==> config.mk <==
export PLATFORM = sky130hd
export DESIGN_NAME = stage_memory
export DESIGN_NICKNAME = d
export VERILOG_FILES = /design/src/rtl/core_pkg.sv /design/src/rtl/dmem_access_ctrl.sv /design/src/rtl/stage_memory.sv
export SDC_FILE = /design/constraint.sdc
export NUM_CORES = 1
export LEC_CHECK = 0
export CAP_MARGIN = 10
export CORE_AREA = 2 2 148 150
export DETAILED_ROUTE_END_ITERATION = 6
export DIE_AREA = 0 0 150 152
export GPL_TIMING_DRIVEN = 0
export MAX_ROUTING_LAYER = met4
export PLACE_DENSITY = 0.76
export SKIP_CTS_REPAIR_TIMING = 1
export SLEW_MARGIN = 5
export SYNTH_ARGS = -nofsm -noshare
export SYNTH_HDL_FRONTEND = slang
export SYNTH_SLANG_ARGS = --single-unit
==> constraint.sdc <==
create_clock -name clk -period 2.3 [get_ports clk]
set_input_delay 0.46 -clock clk [delete_from_list [all_inputs] [get_ports clk]]
set_output_delay 0.46 -clock clk [all_outputs]
set_load 0.1 [all_outputs]
==> src/rtl/core_pkg.sv <==
// Shared pipeline encodings: writeback result-source select and memory-stage FSM states.
package core_pkg;

  localparam logic [1:0] RES_ALU = 2'b00;
  localparam logic [1:0] RES_MEM = 2'b01;
  localparam logic [1:0] RES_PC4 = 2'b10;
  localparam logic [1:0] RES_IMM = 2'b11;

  typedef enum logic {
    StIdle,
    StWait
  } mem_state_e;

endpackage

==> src/rtl/dmem_access_ctrl.sv <==
// Data-memory handshake controller: IDLE/WAIT FSM, wait-cycle counter with timeout, and the
// sticky access-fault flag.
module dmem_access_ctrl
  import core_pkg::*;
#(
  parameter int unsigned TIMEOUT_CYCLES = 255
) (
  input  logic clk,
  input  logic reset,
  input  logic i_access,
  input  logic i_store,
  input  logic i_aligned,
  input  logic i_ack,
  output logic o_req,
  output logic o_stall,
  output logic o_fault,
  output logic o_bubble,
  output logic o_load_done
);

  localparam logic [7:0] LP_TIMEOUT = 8'(TIMEOUT_CYCLES);

  mem_state_e r_state, w_state_next;
  logic [7:0] r_wait_cnt, w_wait_cnt_next;
  logic       r_fault, w_fault_next;
  logic       w_req, w_bubble;

  always_ff @(posedge clk or negedge reset) begin
    if (!reset) begin
      r_state    <= StIdle;
      r_wait_cnt <= '0;
      r_fault    <= 1'b0;
    end else begin
      r_state    <= w_state_next;
      r_wait_cnt <= w_wait_cnt_next;
      r_fault    <= w_fault_next;
    end
  end

  always_comb begin
    w_state_next    = r_state;
    w_wait_cnt_next = r_wait_cnt;
    w_fault_next    = r_fault;
    w_req           = 1'b0;
    w_bubble        = 1'b0;
    case (r_state)
      StIdle: begin
        if (i_access && i_aligned) begin
          w_req = 1'b1;
          if (!i_ack) begin
            w_state_next    = StWait;
            w_wait_cnt_next = '0;
          end
        end else if (i_access) begin
          w_fault_next = 1'b1;
          w_bubble     = 1'b1;
        end
      end
      StWait: begin
        // Timeout abandons the access: no request, no stall, instruction retires as a bubble.
        if (r_wait_cnt == LP_TIMEOUT) begin
          w_fault_next = 1'b1;
          w_bubble     = 1'b1;
          w_state_next = StIdle;
        end else begin
          w_req = 1'b1;
          if (i_ack) begin
            w_state_next = StIdle;
          end else begin
            w_wait_cnt_next = r_wait_cnt + 8'd1;
          end
        end
      end
      default: w_state_next = StIdle;
    endcase
  end

  // Gating with reset keeps the bus quiet while reset is held, even with an access presented.
  assign o_req       = reset & w_req;
  assign o_stall     = o_req & ~i_ack;
  assign o_load_done = o_req & i_ack & ~i_store;
  assign o_bubble    = w_bubble;
  assign o_fault     = r_fault;

endmodule

==> src/rtl/stage_memory.sv <==
// Pipeline MEM stage: drives the data-memory port through dmem_access_ctrl and holds the
// MEM/WB pipeline registers.
module stage_memory
  import core_pkg::*;
#(
  parameter int unsigned TIMEOUT_CYCLES = 255
) (
  input  logic        clk,
  input  logic        reset,
  input  logic        wb_clear,
  input  logic        mem_reg_write,
  input  logic        mem_mem_write,
  input  logic [1:0]  mem_result_src,
  input  logic [31:0] mem_alu_result,
  input  logic [31:0] mem_write_data,
  input  logic [31:0] mem_pc_plus_4,
  input  logic [31:0] mem_imm_ext,
  input  logic [4:0]  mem_rd,
  output logic        dmem_req,
  output logic        dmem_we,
  output logic [31:0] dmem_addr,
  output logic [31:0] dmem_wdata,
  input  logic        dmem_ack,
  input  logic [31:0] dmem_rdata,
  output logic        mem_stall,
  output logic        mem_fault,
  output logic        wb_reg_write,
  output logic [1:0]  wb_result_src,
  output logic [31:0] wb_alu_result,
  output logic [31:0] wb_read_data,
  output logic [31:0] wb_pc_plus_4,
  output logic [31:0] wb_imm_ext,
  output logic [4:0]  wb_rd
);

  logic w_access, w_aligned, w_bubble, w_load_done;

  assign w_access  = mem_mem_write | (mem_result_src == RES_MEM);
  assign w_aligned = (mem_alu_result[1:0] == 2'b00);

  // Upstream is frozen while stalled, so the EX/MEM values stay stable across WAIT.
  assign dmem_we    = mem_mem_write;
  assign dmem_addr  = mem_alu_result;
  assign dmem_wdata = mem_write_data;

  dmem_access_ctrl #(
    .TIMEOUT_CYCLES(TIMEOUT_CYCLES)
  ) u_ctrl (
    .clk        (clk),
    .reset      (reset),
    .i_access   (w_access),
    .i_store    (mem_mem_write),
    .i_aligned  (w_aligned),
    .i_ack      (dmem_ack),
    .o_req      (dmem_req),
    .o_stall    (mem_stall),
    .o_fault    (mem_fault),
    .o_bubble   (w_bubble),
    .o_load_done(w_load_done)
  );

  always_ff @(posedge clk or negedge reset) begin
    if (!reset) begin
      wb_reg_write  <= 1'b0;
      wb_result_src <= '0;
      wb_alu_result <= '0;
      wb_read_data  <= '0;
      wb_pc_plus_4  <= '0;
      wb_imm_ext    <= '0;
      wb_rd         <= '0;
    end else if (wb_clear) begin
      wb_reg_write  <= 1'b0;
      wb_result_src <= '0;
      wb_alu_result <= '0;
      wb_read_data  <= '0;
      wb_pc_plus_4  <= '0;
      wb_imm_ext    <= '0;
      wb_rd         <= '0;
    end else if (mem_stall) begin
      wb_reg_write <= 1'b0;
    end else begin
      wb_reg_write  <= mem_reg_write & ~w_bubble;
      wb_result_src <= mem_result_src;
      wb_alu_result <= mem_alu_result;
      wb_pc_plus_4  <= mem_pc_plus_4;
      wb_imm_ext    <= mem_imm_ext;
      wb_rd         <= mem_rd;
      if (w_load_done) begin
        wb_read_data <= dmem_rdata;
      end
    end
  end

endmodule

==> impl_metrics.toml, run 1 <==
[sta]
setup_violations = 2
setup_tns_ns = -0.257
rsz0062_at_grt = "true"
fmax_mhz = 391
fin_crit_ns = 2.56
hold-worst-slack_ns = -0.0473
worst_pin_slew_ns = 1.04
final_hold_viol_count = 64
max_slew_margin_pct = 30.6
fin_skew_ns = 0.0124
finalMaxSlewViolations = 0
worst_slack_ns = -0.257
finalCritPeriodShare_pct = 111

[critical_path]
cp.arrival_ns = 2.10
path_class = "register to output port"
cp_max_fo = 10
critical-path-top-delay-family = "simple AND/OR/NAND/NOR gates"
crit_path_max_incr_delay_ns = 0.40
cpMaxStageDelayCell = "dfrtp_1"
cp.required_ns = 1.84
crit_chain = "ha_2, nand4_1, nor2_4, nor4b_4, buf_4, buf_12, buf_12"
cp_num_buf_inv = 3
cp-end-kind = "output port"
path_common_cell = "buf_12"
start_kind = "register"

[grt]
antenna_found_initial = 0
grt_max_degree = 87
grt_usage_pct = 18.6
grt_first_pass_wirelength_um = 32300
grt_pass1_vias = 6015
grt_overflow = 0

[die]
die_area_sq_mm = 0.0228
die_h_um = 152
initial_core_util_pct = 32.0
core.rowCount = 54
die_w_um = 150
core_area_sq_mm = 0.0214
io_pins = 377

[clock_network]
htree_levels = 4
clockBufferDepth = 2
cts_tree = "built"
insertion_delay_ns = 0.41
numCtsBuffers = 17
clockRootBuffer = "clkbuf_16"
path_clk_slew_ns = 0.06
cts_sinks = 146

[logic_synthesis]
yosysWarnings = 0
avgSynthCellArea_sq_um = 10.5
syn_area_sq_mm = 0.00684
ys_types = 35
seq_area_frac_synth_pct = 53.4
ys_ff_latch = 146
syn_nets = 824
synthCells = 650

[run_status]
status = "finished with violations"
violations = "hold timing, setup timing"

[detailed_routing]
routedWlPerCell_um = 16.6
drc = 0
drtIter0Drc = 227
dr.pass1.iters = 5
wl_um = 21700
viasPerCell = 4.58
postRouteAntennaNets = 0
via_count = 6008

[placement]
preCtsSetupSlack_ns = -1.59
dp_hpwl_um = 15800
dp_cells = 1274
dpl-instance-area_sq_mm = 0.0107
gp_congestion = 0.828
port_buffers = 343

[finish]
final_common_cell = "nand2_1"
nNetsFinal = 1194
postLayoutCellArea_sq_mm = 0.0118
drive_above_1_share_pct = 13.2
diodes = 0
fin_cells = 1312
final_cell_mix = "nand2_1 (211), dlymetal6s2s_1 (169), clkdlybuf4s50_1 (166)"
n_fill_cell = 1866
syn_to_final_growth_pct = 72.7
fin_util_pct = 55.3

[power_and_ir_drop]
ir_worst_vdd_mv = 0.432
p_total_mw = 8.14
pwr_density_cell_mw_per_mm2 = 689
leakage_nw = 7.19

[worst_hold_path]
hold_class = "primary input to asynchronous set/reset pin"

[run]
drv_cap = 0
## cell families (layout without fill, tap and decap cells)
group | count (synthesis) | in the layout | synth area share [%]
simple gates | 239 | 239 | 14.5
fa+ha+maj | 1 | 1 | 0.183
compound gates | 46 | 46 | 5.60
mux | 107 | 107 | 15.7
buf+inv | 111 | 493 | 10.6
flops | 146 | 146 | 53.4
## synthesized netlist by cell type, drive strengths merged
cell	instances	share of area, %
or2	1	0.092
dfrtp	146	53
nor3b	1	0.11
ha	1	0.18
o31a	1	0.13
nand3	2	0.15
nand2	211	12
nor2	2	0.22
o22ai	2	0.18
or3	2	0.18
nor4	2	0.18
nand4	4	0.46
nor4b	3	0.48
mux2i	107	16
o31ai	3	0.40
buf	78	8.8
nand2b	3	0.27
inv	4	0.22
a21boi	3	0.33
clkbuf	29	1.6
nor3	3	0.22
and4b	1	0.15
o21ai	4	0.29
o21bai	1	0.16
a22o	32	4.1
nor2b	2	0.18
or4	2	0.22
## cell type report
| type | instances | area (sq um) | area share (%) |
|---|---|---|---|
| clock inverters | 13 | 175 | 1.48 |
| multi-input cells | 393 | 2500 | 21.1 |
| inverters | 4 | 15.0 | 0.127 |
| well taps | 280 | 350 | 2.97 |
| repair buffers | 351 | 3960 | 33.5 |
| clock buffers | 18 | 429 | 3.63 |
| plain buffers | 107 | 732 | 6.20 |
| flip-flops and latches | 146 | 3650 | 30.9 |
## sequential cells by signal (all words and copies together) (netlist names), 2 cells and up
| name | cells |
|---|---|
| wb_imm_ext | 32 |
| wb_result_src | 2 |
| wb_pc_plus_4 | 32 |
| wb_rd | 5 |
| u_ctrl.r_wait_cnt | 8 |
| wb_alu_result | 32 |
| wb_read_data | 32 |
## metal layers
metal | GRT usage, % | up-vias | part of all wire, %
li1 | - | 2845 | -
met1 | 22.5 | 2876 | 41
met2 | 30.2 | 259 | 49
met3 | 4.80 | 28 | 7.4
met4 | 6.47 | 0 | 2.0
met5 | - | - | 0
## report_power, final
part           leakage (nW)  internal, mW  switching, mW
logic                  4.97         0.717           1.77
clock network         0.294          1.73           1.15
registers              1.92          2.70         0.0765
total                  7.19          5.14           2.99
## path summary, 6_finish.rpt
kind	cells past startpoint	end	from	slack (ns)
worst max-delay path	7	mem_stall	u_ctrl.r_wait_cnt[0]	-0.26
worst min-delay path	1	wb_imm_ext[5]	reset	-0.05
worst max register to register	6	wb_read_data[15]	u_ctrl.r_wait_cnt[0]	0.15
worst min register to register	1	u_ctrl.o_fault	u_ctrl.o_fault	0.47
max in group asynchronous	2	wb_pc_plus_4[27]	reset	1.73
min in group clk	3	wb_result_src[0]	mem_result_src[0]	0.38
Power figures use the tool's default switching activity.
==> run 2: changes to the inputs <==
--- a/config.mk
+++ b/config.mk
@@ -11,8 +11,7 @@
 export DIE_AREA = 0 0 150 152
 export GPL_TIMING_DRIVEN = 0
 export MAX_ROUTING_LAYER = met4
-export PLACE_DENSITY = 0.76
-export SKIP_CTS_REPAIR_TIMING = 1
+export PLACE_DENSITY = 0.66
 export SLEW_MARGIN = 5
 export SYNTH_ARGS = -nofsm -noshare
 export SYNTH_HDL_FRONTEND = slang
==> impl_metrics.toml, run 2 (same netlist as run 1, synthesis figures left out) <==
[sta]
finalCritPeriodShare_pct = 102
final_hold_viol_count = 0
max_slew_margin_pct = 29.0
setup_violations = 1
fin_skew_ns = 0.0133
fin_crit_ns = 2.35
rsz0062_at_grt = "true"
worst_pin_slew_ns = 1.07
hold-worst-slack_ns = 0.0372
finalMaxSlewViolations = 0
worst_slack_ns = -0.0537
fmax_mhz = 425
setup_tns_ns = -0.0537

[critical_path]
cp.required_ns = 1.84
path_class = "register to output port"
cp_max_fo = 6
start_kind = "register"
cp-end-kind = "output port"
cp.arrival_ns = 1.89

[finish]
postLayoutCellArea_sq_mm = 0.0114
final_common_cell = "nand2_1"
diodes = 0
final_cell_mix = "nand2_1 (211), clkdlybuf4s50_1 (165), dfrtp_1 (145)"
drive_above_1_share_pct = 16.8
syn_to_final_growth_pct = 66.4
nNetsFinal = 1205

[power_and_ir_drop]
pwr_density_cell_mw_per_mm2 = 697
intPower_mw = 4.92
p_sw_share_pct = 37.9
clockPowerShare_pct = 34.4
leakage_nw = 5.42
switching_power_mw = 3.01
ir_worst_vdd_mv = 0.451
comb_power_share_pct = 30.5
pwr-share-seq_pct = 35.0

[placement]
dp_hpwl_um = 15700
gp_congestion = 0.827
dpl-instance-area_sq_mm = 0.0107
port_buffers = 343

[grt]
grt_first_pass_wirelength_um = 33400
grt_overflow = 0
antenna_found_initial = 0
grt_usage_pct = 19.5
grt_pass1_vias = 5985
grt_max_degree = 57

[die]
core_area_sq_mm = 0.0214
die_h_um = 152
initial_core_util_pct = 32.0
io_pins = 377
core.rowCount = 54
die_w_um = 150
die_area_sq_mm = 0.0228

[clock_network]
numCtsBuffers = 17
insertion_delay_ns = 0.42
clockBufferDepth = 2
path_clk_slew_ns = 0.07
clockRootBuffer = "clkbuf_16"
cts_tree = "built"
cts_sinks = 146
htree_levels = 4

[detailed_routing]
drtIter0Drc = 227
via_count = 5909
dr.pass1.iters = 4
routedWlPerCell_um = 16.5
viasPerCell = 4.46
wl_um = 21800
postRouteAntennaNets = 0
drc = 0

[run_status]
violations = "setup timing"
status = "finished with violations"

[worst_hold_path]
hold_class = "primary input to asynchronous set/reset pin"

[run]
drv_cap = 0
==> run 2: cell count changes in the layout (fill, tap and decap cells not counted), sizes merged <==
cell | before | now
buf | 89 | 98
bufbuf | 0 | 1
bufinv | 3 | 1
clkbuf | 52 | 49
clkdlybuf4s15 | 0 | 31
clkdlybuf4s50 | 166 | 165
clkinvlp | 1 | 3
dlygate4sd2 | 0 | 142
dlygate4sd3 | 0 | 1
dlymetal6s2s | 169 | 2
inv | 9 | 8
==> run 2: worst paths after layout <==
kind                       cells past startpoint                  from  slack (ns)          endpoint
min in group clk                               3     mem_result_src[1]        0.37  wb_result_src[1]
setup reg to reg                              10  u_ctrl.r_wait_cnt[0]        0.17   wb_pc_plus_4[8]
hold / removal                                 2                 reset        0.04    wb_imm_ext[16]
max in group asynchronous                      2                 reset        1.63  wb_pc_plus_4[18]
hold reg to reg                                1        u_ctrl.o_fault        0.47    u_ctrl.o_fault
setup / recovery                               7  u_ctrl.r_wait_cnt[0]       -0.05         mem_stall
==> run 2: area by class of cell <==
type	count	area, sq um
multi-input cells	393	2500
plain buffers	107	738
well taps	280	350
clock inverters	12	121
clock buffers	20	457
fillers	2019	9970
repair buffers	362	3540
flip-flops and latches	146	3650
inverters	4	15.0
==> run 2: per-stage QoR <==
step           util, %  std cells  power [mW]  setup WS, ns
2_1_floorplan        -        650        4.52        0.0264
3_3_place_gp      49.8       1273        5.29         -6.92
3_5_place_dp      50.0       1274        5.31         -1.54
4_1_cts           52.8       1314        8.02        -0.204
5_1_grt           53.3       1324        8.24        -0.191
6_report          53.3       1324        7.93       -0.0537
==> run 2: power groups by stage <==
stage | combinational, mW | clock (mW) | sequential, mW
floorplan | 0.836 | 0 | 3.68
global placement | 2.47 | 0 | 2.82
detailed placement | 2.48 | 0 | 2.83
CTS | 2.43 | 2.81 | 2.78
global route | 2.53 | 2.92 | 2.79
finish | 2.42 | 2.73 | 2.78
==> run 2: critical path, stage by stage (launching register included) <==
cell and delay (ns):
dfrtp_1 0.40, ha_2 0.20, nand4_1 0.13, nor2_4 0.08, nor4b_4 0.21, buf_4 0.16, buf_12 0.12, buf_16 0.17
==> run 2: what timing repair did <==
action                     in CTS  in global routing
setup buffers                   5                 10
hold endpoints to repair       56                  0
gates cloned                    1                  0
pin swaps                       2                  4
setup endpoints to repair     192                 30
hold buffers                    2                  0
resized for setup             263                  8
==> run 2: per-layer routing <==
layer / vias to the layer above / track usage (%) / wire, um
li1: 2874 / - / -
met1: 2796 / 24.5 / 9570
met2: 216 / 31.2 / 10500
met3: 23 / 5.26 / 1530
met4: 0 / 5.12 / 282
met5: - / - / 0
